[src/rtl/bcd_serial_add_ctrl.sv]
// bcd_serial_add_ctrl: digit-serial packed-BCD adder with a three-state
// controller. One BCD digit is added per clock, lowest digit first; the
// result, decimal carry and a non-BCD error flag are published on entry to
// DONE and held until the next completion.
module bcd_serial_add_ctrl #(
  parameter int DIGITS = 4
) (
  input  logic                clk,
  input  logic                rst_n,
  input  logic                start,
  input  logic [4*DIGITS-1:0] a,
  input  logic [4*DIGITS-1:0] b,
  input  logic                cin,
  output logic                busy,
  output logic                done,
  output logic [4*DIGITS-1:0] sum,
  output logic                cout,
  output logic                err
);

  localparam int W = 4 * DIGITS;

  localparam logic [1:0] IDLE = 2'd0;
  localparam logic [1:0] ADD  = 2'd1;
  localparam logic [1:0] DONE = 2'd2;

  localparam logic [3:0] LAST_IDX = 4'(DIGITS - 1);

  // True when any 4-bit digit of the packed operand exceeds 9.
  function automatic logic has_non_bcd(input logic [W-1:0] v);
    logic bad;
    bad = 1'b0;
    for (int i = 0; i < DIGITS; i++) begin
      if (v[4*i +: 4] > 4'd9) begin
        bad = 1'b1;
      end else begin
        bad = bad;
      end
    end
    return bad;
  endfunction

  logic [1:0]   state_r;
  logic [W-1:0] a_r;
  logic [W-1:0] b_r;
  logic         carry_r;
  logic [3:0]   idx_r;
  logic [W-1:0] work_r;

  logic [5:0]   shift_s;
  logic [3:0]   a_dig_s;
  logic [3:0]   b_dig_s;
  logic [4:0]   t_s;
  logic [4:0]   t_adj_s;
  logic [3:0]   dig_s;
  logic         carry_next_s;
  logic [W-1:0] work_next_s;

  // One-digit decimal add of the current digit, plus the working result
  // with that digit merged in (so the final edge can publish it directly).
  always_comb begin
    shift_s      = {idx_r, 2'b00};
    a_dig_s      = 4'(a_r >> shift_s);
    b_dig_s      = 4'(b_r >> shift_s);
    t_s          = {1'b0, a_dig_s} + {1'b0, b_dig_s} + {4'b0000, carry_r};
    t_adj_s      = t_s + 5'd6;
    dig_s        = t_s[3:0];
    carry_next_s = 1'b0;
    if (t_s > 5'd9) begin
      dig_s        = t_adj_s[3:0];
      carry_next_s = 1'b1;
    end else begin
      dig_s        = t_s[3:0];
      carry_next_s = 1'b0;
    end
    work_next_s = (work_r & ~(W'(4'hF) << shift_s)) | (W'(dig_s) << shift_s);
  end

  // Controller, operand capture, digit iteration and registered outputs.
  always_ff @(posedge clk) begin
    if (!rst_n) begin
      state_r <= IDLE;
      a_r     <= '0;
      b_r     <= '0;
      carry_r <= 1'b0;
      idx_r   <= 4'd0;
      work_r  <= '0;
      busy    <= 1'b0;
      done    <= 1'b0;
      sum     <= '0;
      cout    <= 1'b0;
      err     <= 1'b0;
    end else begin
      case (state_r)
        IDLE: begin
          busy <= 1'b0;
          done <= 1'b0;
          if (start) begin
            a_r     <= a;
            b_r     <= b;
            carry_r <= cin;
            idx_r   <= 4'd0;
            work_r  <= '0;
            if (has_non_bcd(a) || has_non_bcd(b)) begin
              // Invalid operands skip the adder entirely.
              state_r <= DONE;
              done    <= 1'b1;
              err     <= 1'b1;
              sum     <= '0;
              cout    <= 1'b0;
            end else begin
              state_r <= ADD;
              busy    <= 1'b1;
            end
          end
        end
        ADD: begin
          work_r  <= work_next_s;
          carry_r <= carry_next_s;
          idx_r   <= idx_r + 4'd1;
          if (idx_r == LAST_IDX) begin
            state_r <= DONE;
            busy    <= 1'b0;
            done    <= 1'b1;
            sum     <= work_next_s;
            cout    <= carry_next_s;
            err     <= 1'b0;
          end
        end
        DONE: begin
          state_r <= IDLE;
          busy    <= 1'b0;
          done    <= 1'b0;
        end
        default: begin
          state_r <= IDLE;
          busy    <= 1'b0;
          done    <= 1'b0;
        end
      endcase
    end
  end

endmodule

[config.mk]
export PLATFORM = sky130hd
export DESIGN_NAME = bcd_serial_add_ctrl
export DESIGN_NICKNAME = d
export VERILOG_FILES = /design/src/rtl/bcd_serial_add_ctrl.sv
export SDC_FILE = /design/constraint.sdc
export NUM_CORES = 1
export LEC_CHECK = 0
export ABC_AREA = 1
export CORE_MARGIN = 8
export CORE_UTILIZATION = 53
export CTS_CLUSTER_DIAMETER = 40
export DETAILED_ROUTE_END_ITERATION = 16
export GPL_ROUTABILITY_DRIVEN = 0
export PLACE_DENSITY = 0.82
export SYNTH_ARGS = -nofsm -noshare
export SYNTH_HDL_FRONTEND = slang
export SYNTH_SLANG_ARGS = --single-unit
[constraint.sdc]
create_clock -name clk -period 4.2 [get_ports clk]
set_input_delay 0.84 -clock clk [delete_from_list [all_inputs] [get_ports clk]]
set_output_delay 0.84 -clock clk [all_outputs]
set_load 0.05 [all_outputs]
Word-level counts from Yosys, hierarchy flattened
Cells that the tools add are included.
- shift-type cells: 4
- bitwise logic cells: 3
- $mul: 0
- add/subtract/negate cells: 4
- eq/ne operators: 5
- magnitude comparators: 9
- div/mod/pow operators: 0
- mux-type cells: 45
- reductions and logical operators: 7
- operator list (operator ; count):
    $mux W16 ; 4
    $pmux W16 S2 ; 2
    $gt A4 B4 Y1 const B ; 8
    $shr A16 B6 Y4 ; 2
    $mux W1 ; 27
    $and A16 B16 Y16 ; 1
    $not A16 Y16 ; 1
    $or A16 B16 Y16 ; 1
    $shl A4 B6 Y16 ; 1
    $shl A4 B6 Y16 const A ; 1
    $pmux W1 S2 ; 5
    $mux W4 ; 2
    $pmux W4 S2 ; 1
    $mux W2 ; 3
    $ne A2 B2 Y1 const B ; 3
    $reduce_and A2 Y1 ; 3
    $add A4 B4 Y5 ; 1
    $add A5 B1 Y5 ; 1
    $gt A5 B4 Y1 const B ; 1
    $add A4 B1 Y4 const B ; 1
    $add A4 B3 Y4 const B ; 1
    $eq A4 B2 Y1 const B ; 1
    $pmux W2 S2 ; 1
    $reduce_and A4 Y1 ; 1
    other kinds (4) ; 4
- memories: 0
- output and inout bits: 20
- latch bits: 0
- word-level logic and storage cells: 88
- bits in registers: 75
- bits of input ports: 36
- memory bits (writable): 0
- ROM bits: 0

Longest topological paths before layout
Gate-level depths: netlist of run 1.
- word-level depth: 12
- depth in mapped cells: 23
- mapped depth without buffers: 21

Worst setup path before layout of run 1
Ideal clock, no wire load.
- path kind: reg2reg
- start: register idx_r[0]
- end: register work_r[2]
- setup slack: 999 ps
- setup time: 132 ps
- required time: 4068 ps
- cell stages (with the launch flop): 21
- arrival: 3069 ps
- cells stage by stage: dfxtp_1 -> buf_2 -> inv_2 -> nor2_2 -> buf_2 -> a22oi_1 -> o22ai_1 -> fa_1 -> fa_1 -> inv_1 -> ha_1 -> inv_1 -> nor2_1 -> a21oi_2 -> nand2_2 -> a21boi_0 -> nor2_2 -> nand3_1 -> nand2_1 -> nand2_1 -> a21oi_1
- word-level cells in the longest chain between the ends: 8
- elaborated cells on any way between the ends: 13
- RTL lines (item ; RTL line ; RTL):
    from (decl) ; 47 ; logic [3:0] idx_r;
    from (signal assigned) ; 120 ; idx_r <= idx_r + 4'd1;
    $shr A16 B6 Y4, on equally long branches ; 63, 64 ;
    $add A4 B4 Y5 ; 65 ; t_s = {1'b0, a_dig_s} + {1'b0, b_dig_s} + {4'b0000, carry_r};
    $add A5 B1 Y5 ; 65 ;
    $add A4 B3 Y4 / $gt A5 B4 Y1 (equally long branches) ; 66, 69 ;
    $mux W4 ; 69 ; if (t_s > 5'd9) begin
    $shl A4 B6 Y16 ; 76 ; work_next_s = (work_r & ~(W'(4'hF) << shift_s)) | (W'(dig_s) << shift_s);
    $or A16 B16 Y16 (*) ; 76 ;
    $pmux W16 S2 (*) ; 94 ; case (state_r)
    to (signal assigned) ; 118 ; work_r <= work_next_s;
    to (decl) ; 48 ; logic [W-1:0] work_r;
Mark *: on every way between the ends. The rest lies on a longest branch, timed or not.
A chain may end at the register's enable or synchronous reset.

Worst setup path after layout of run 1
- start: register idx_r[0]
- end: register sum[5]
- word-level cells in the longest chain between the ends: 9
- elaborated cells on any way between the ends: 17
- RTL lines (item ; RTL line ; RTL):
    $shr A16 B6 Y4, on equally long branches ; 63, 64 ;
    $add A4 B4 Y5 ; 65 ;
    $add A5 B1 Y5 ; 65 ;
    $add A4 B3 Y4 / $gt A5 B4 Y1 (equally long branches) ; 66, 69 ;
    $mux W4 ; 69 ;
    $shl A4 B6 Y16 ; 76 ;
    $or A16 B16 Y16 ; 76 ;
    $mux W16 ; 121 ; if (idx_r == LAST_IDX) begin
    $pmux W16 S2 ; 94 ;
    to (signal assigned) ; 125 ; sum <= work_next_s;
    to (decl) ; 16 ; output logic [4*DIGITS-1:0] sum,
Several ways; a longest one is shown, not always the timed one. The select of a mux whose other input is x is not followed.

==> results of run 1 <==
## final timing paths
check / startpoint / endpoint / cells past startpoint
min: work_r[6] / work_r[6] / 2
max reg2reg: idx_r[0] / sum[5] / 17
max: idx_r[0] / sum[5] / 17
min reg2reg: work_r[6] / work_r[6] / 2
## cells by family after synthesis
kind of cell	Yosys count	share of synthesized area
AND/OR/NAND/NOR	191	0.230
AO/OA/AOI/OAI	138	0.226
flip-flops	75	0.437
buffers and inverters	57	0.0779
adder cells (fa/ha/maj)	7	0.0298
## worst min-delay path, stage by stage (launching register included)
cell and delay (ps):
dfxtp_1 310, nand2_1 60, a21oi_1 50
## power by group through the flow
stage                     Sequential, W  Combinational (W)  Clock [W]
after floorplan                0.000832           0.000183          0
after global placement         0.000790           0.000318          0
after global routing           0.000780           0.000364   0.000708
after detailed placement       0.000791           0.000326          0
final                          0.000775           0.000330   0.000671
after CTS                      0.000775           0.000329   0.000674
## per-stage QoR
stage / hold WS [ps] / cell area [um2]
floorplan: 445 / 3440
global placement: 451 / 3980
detailed placement: 456 / 3980
CTS: 467 / 4220
global route: 492 / 4230
finish: 465 / 4230
## layer usage
layer | track usage | up-vias | wire length, um
li1 | - | 1664 | -
met1 | 0.251 | 1524 | 3970
met2 | 0.331 | 101 | 4180
met3 | 0.0301 | 20 | 400
met4 | 0.107 | 0 | 217
met5 | 0 | - | 0
## synthesized netlist by cell type, drive strengths merged, types with 5 or more instances
master,number,area [um2]
nor2,76,300
a21oi,44,239
buf,13,82.6
nand4,8,50.1
nand3,15,75.1
dfxtp,75,1500
clkbuf,13,68.8
ha,5,62.6
inv,31,116
o22ai,8,50.1
a22oi,16,120
o21ai,63,315
nand2,90,348
## final cells by class
type	count	area [um2]
Fill cell	537	2090
Clock inverter	5	100
Timing Repair Buffer	61	596
Clock buffer	11	141
Inverter	31	116
Multi-Input combinational cell	336	1670
Tap cell	77	96.3
Sequential cell	75	1500
## state kept, by name, summed over array words and instances, names as in the netlist
signal   count
sum         16
carry_r      1
idx_r        4
busy         1
work_r      16
done         1
cout         1
state_r      2
b_r         16
err          1
a_r         16
==> metrics.md, run 1 <==
| Metric | Value |
|---|---|
| Crit path DAT | `3940 ps` |
| Min cycle time layout | `3670 ps` |
| DRC | `0` |
| Hold Buf Count CTS | `0` |
| Nets@finish | `557` |
| DR pass1 iterations | `5` |
| I/O pin count | `56` |
| Peak supply drop | `0.000264 V` |
| First-pass GRT wire length | `14.8 mm` |
| Vias in the first global route | `3,185` |
| H-tree Lvls | `3` |
| Post-DP HPWL | `6.07 mm` |
| Final WL | `8.77 mm` |
| Top cell by count, worst path | `nand2_1` |
| Pin count of the biggest net entering global routing | `54` |
| Post-route antenna net violation count | `0` |
| Iter 0 DRT Violations | `239` |
| Syn_nets | `511` |
| Number of distinct library cells after synthesis | `32` |
| Layout cells sized above 1 | `0.0713` |
| Worst-path clk slew | `80 ps` |
| Core Area | `0.00631 mm2` |
| I/O Buffers | `55` |
| Clock power share | `0.378` |
| Max Clock Freq | `273 MHz` |
| Critical path launch point type | `flip-flop` |
| Syn Area/Cell | `7.35 um2` |
| Root Buffer | `clkbuf_8` |
| Die height | `96.5 um` |
| Sw Ratio | `0.275` |
| Die Wd | `96.5 um` |
| Clock latency on the worst-skew pair | `350 ps` |
| MaxCap Viol Count | `0` |
| Worst-Margin Slew | `795 ps` |
| Clock Path Buffers | `2` |
| DIE AREA | `0.00932 mm2` |
| Leakage | `1.69 nW` |
| Tot Pwr | `0.00178 W` |
| Slew Viols, Final | `0` |
| Post_cts resized | `0` |
| Post-synth top flop | `dfxtp_1` |
| Critical-path top delay cell | `nor2_2` |
| Async set or reset register ratio after synthesis | `0` |
| #FFs+latches synth | `75` |
| Reg power frac | `0.436` |
| Setup TNS | `0 ps` |
| Post-synth EDFFs | `0` |
| Most common cell after layout, fill and taps aside | `nand2_1` |
| Bufs and invs on worst path | `2` |
| Starting Density | `0.545` |
| Vias | `3,309` |
| Layout area overhead | `22.9%` |
| TritonCTS Buffers | `9` |
| Post-Syn Instances | `468` |
| Hold WC Path Type | `flip-flop to flip-flop` |
| Crit path largest cell delay | `580 ps` |
| Comb power frac | `0.186` |
| Total track usage | `0.202` |
| Worst slew margin | `0.468` |
| Antenna violations before repair | `0` |
| Ant. Diodes | `0` |
| Row Count | `29` |
| Worst Setup Slack, final | `532 ps` |
| Post-layout util | `0.669` |
| Post-CTS Setup Inserts | `0` |
| Most frequent cells in the layout | `nand2_1 (86), dfxtp_1 (75), nor2_1 (72), o21ai_0 (60), clkdlybuf4s50_1 (55)` |
| P per Cell Area | `420 mW/mm2` |
| Vias per Instance | `5.55` |
| Top delay family on crit path | `simple AND/OR/NAND/NOR gates` |
| Internal power | `0.00129 W` |
| Routed WL per cell | `14.7 um` |
| CP Capture Type | `flip-flop` |
| Status | `finished, final reports clean` |
| TritonCTS clock tree | `built` |
| Placed Cells | `580` |
| Final Cycle Share | `0.873` |
| Unrepaired setup endpoints after global routing | `false` |
| Req. time, crit path | `4480 ps` |
| Pre-CTS setup slack | `466 ps` |
| Sequential-to-total area share from yosys stat | `0.437` |
| Gr ovfl total | `0` |
| Finish-stage setup viols | `0` |
| Final Hold Fails | `0` |
| Net Switching | `0.000488 W` |
| Synth Cell Area | `0.00344 mm2` |
| Crit Path Max Fanout | `16` |
| Clk_skew | `10.0 ps` |
| Critical path type | `flip-flop to flip-flop` |
| Worst-path cell chain | `nor2_2, a22oi_1, o22ai_1, fa_1, fa_1, inv_1, ha_1, inv_1, nor2_1, a21oi_2, nand2_2, nand2_1, a21oi_2, nand4_1, nand2_1, nand2_1, a21oi_1` |
| R2R Setup Slk | `530 ps` |
| CTS Sinks | `75` |
| Final cell count without fillers | `596` |
| Yosys Warn Count | `0` |
(Power assumes the default switching activity.)
==> run 2, diff against run 1 <==
--- a/config.mk
+++ b/config.mk
@@ -12,6 +12,8 @@
 export DETAILED_ROUTE_END_ITERATION = 16
 export GPL_ROUTABILITY_DRIVEN = 0
 export PLACE_DENSITY = 0.82
+export SETUP_SLACK_MARGIN = 0.4
+export SKIP_LAST_GASP = 1
 export SYNTH_ARGS = -nofsm -noshare
 export SYNTH_HDL_FRONTEND = slang
 export SYNTH_SLANG_ARGS = --single-unit
==> metrics.md, run 2 (synthesized netlist as in run 1, its figures left out) <==
| Metric | Value |
|---|---|
| Pin count of the biggest net entering global routing | `54 (unchanged)` |
| Iter 0 DRT Violations | `254 (+6.3%)` |
| Max Clock Freq | `284 MHz (+4.0%)` |
| DRC | `0 (unchanged)` |
| Final Cycle Share | `0.840 (-0.0339)` |
| Nets@finish | `559 (+0.36%)` |
| Most common cell after layout, fill and taps aside | `nand2_1` |
| Vias per Instance | `5.57 (+0.39%)` |
| Critical path launch point type | `flip-flop` |
| First-pass GRT wire length | `14.8 mm (unchanged)` |
| P per Cell Area | `418 mW/mm2 (-0.52%)` |
| DR pass1 iterations | `5 (unchanged)` |
| Core Area | `0.00631 mm2 (unchanged)` |
| Vias | `3,333 (+0.73%)` |
| Layout cells sized above 1 | `0.0806 (+0.00932)` |
| I/O Buffers | `55 (unchanged)` |
| Die height | `96.5 um (unchanged)` |
| Net Switching | `0.000487 W (-0.14%)` |
| Antenna violations before repair | `0 (unchanged)` |
| Sw Ratio | `0.274 (-0.000330)` |
| Vias in the first global route | `3,185 (unchanged)` |
| DIE AREA | `0.00932 mm2 (unchanged)` |
| Starting Density | `0.545 (unchanged)` |
| Hold WC Path Type | `flip-flop to flip-flop` |
| I/O pin count | `56 (unchanged)` |
| Tot Pwr | `0.00178 W (about the same)` |
| Clock Path Buffers | `2 (unchanged)` |
| Post-DP HPWL | `6.07 mm (unchanged)` |
| Clock power share | `0.377 (about the same)` |
| Total track usage | `0.202 (unchanged)` |
| Worst-Margin Slew | `785 ps (-10.0 ps)` |
| Leakage | `1.70 nW (+0.60%)` |
| Peak supply drop | `0.000266 V (+0.67%)` |
| CP Capture Type | `flip-flop` |
| Final Hold Fails | `0 (unchanged)` |
| Hold Buf Count CTS | `0 (unchanged)` |
| Post-route antenna net violation count | `0 (unchanged)` |
| Final WL | `8.85 mm (+0.91%)` |
| WHS Path Cells | `2 (unchanged)` |
| Worst reg-to-reg path cell count | `18 (+1)` |
| Crit path DAT | `3800 ps (-140 ps)` |
| Clk_skew | `9.59 ps (-0.452 ps)` |
| Most frequent cells in the layout | `nand2_1 (86), dfxtp_1 (74), nor2_1 (72), o21ai_0 (60), clkdlybuf4s50_1 (55)` |
| Die Wd | `96.5 um (unchanged)` |
| Root Buffer | `clkbuf_8` |
| Internal power | `0.00129 W (about the same)` |
| Worst slew margin | `0.475 (+0.00671)` |
| Finish-stage setup viols | `0 (unchanged)` |
| TritonCTS Buffers | `9 (unchanged)` |
| Clock latency on the worst-skew pair | `350 ps (about the same)` |
| Reg power frac | `0.436 (about the same)` |
| Comb power frac | `0.187 (about the same)` |
| Ant. Diodes | `0 (unchanged)` |
| Crit Path Max Fanout | `12 (-4)` |
| TritonCTS clock tree | `built` |
| Min cycle time layout | `3530 ps (-142 ps)` |
| Worst-path clk slew | `80 ps (about the same)` |
| Layout area overhead | `23.5%` |
| Critical path type | `flip-flop to flip-flop` |
| Slew Viols, Final | `0 (unchanged)` |
| Row Count | `29 (unchanged)` |
| Setup TNS | `0 ps (unchanged)` |
| Unrepaired setup endpoints after global routing | `false` |
| H-tree Lvls | `3 (unchanged)` |
| Worst Setup Slack, final | `674 ps (+142 ps)` |
| MaxCap Viol Count | `0 (unchanged)` |
| Post-layout util | `0.673 (+0.00337)` |
| Pre-CTS setup slack | `466 ps (unchanged)` |
| Status | `finished, final reports clean` |
| CTS Sinks | `75 (unchanged)` |
| Req. time, crit path | `4470 ps (about the same)` |
| Gr ovfl total | `0 (unchanged)` |
| Routed WL per cell | `14.8 um (+0.57%)` |
run 2: changes by cell type in the layout (fill, tap and decap cells not counted), sizes merged:
| cell | change |
|---|---|
| buf | +2 |
run 2: final timing paths:
check / start / to / slack, ps
worst min-delay path: work_r[6] / work_r[6] / 470
worst min register to register: work_r[6] / work_r[6] / 470
worst max register to register: idx_r[1] / work_r[13] / 670
worst max-delay path: idx_r[1] / work_r[13] / 670
run 2: layer usage:
| layer | up-vias | part of all wire | global-route usage |
|---|---|---|---|
| met5 | - | 0 | 0 |
| met4 | 0 | 0.022 | 0.107 |
| met3 | 17 | 0.049 | 0.0301 |
| met2 | 117 | 0.48 | 0.331 |
| met1 | 1529 | 0.45 | 0.251 |
| li1 | 1670 | - | - |
run 2: area by class of cell:
class                      instances  area (um2)
clock inverter                     5         100
inverter                          31         116
tap                               77        96.3
multi-input combinational        336        1680
timing repair buffer              63         611
sequential                        75        1500
fill                             534        2070
clock buffer                      11         141
run 2: through the flow:
stage / instances / instance area (um2) / hold slack [ps]
after floorplan: 468 / 3440 / 445
after global placement: 580 / 3980 / 451
after detailed placement: 580 / 3980 / 456
after CTS: 596 / 4220 / 467
after global routing: 598 / 4250 / 492
final: 598 / 4250 / 467
run 2: worst max-delay path, stage by stage (launching register included):
cell and delay (ps):
dfxtp_1 400, inv_1 50, nor2_1 380, inv_2 230, o22ai_1 290, fa_1 280, fa_1 480, inv_1 100
ha_1 160, inv_1 60, nor2_1 110, a21oi_2 50, nand2_2 90, nand2_1 100, a21oi_2 220, nand4_1 130
nand2_1 100, nand2_1 70, a21oi_1 150
run 2: power groups by stage:
stage	logic (W)	registers, W	clock network (W)
detailed placement	0.000326	0.000791	0
floorplan	0.000183	0.000832	0
global placement	0.000318	0.000790	0
global route	0.000365	0.000780	0.000708
finish	0.000332	0.000775	0.000669
CTS	0.000329	0.000775	0.000674
run 2: repair_timing:
action | 4_1_cts | 5_1_grt
setup endpoints to repair | 0 | 24
setup buffers | 0 | 2
resized for setup | 0 | 5
endpoints found under the hold margin | 0 | 0
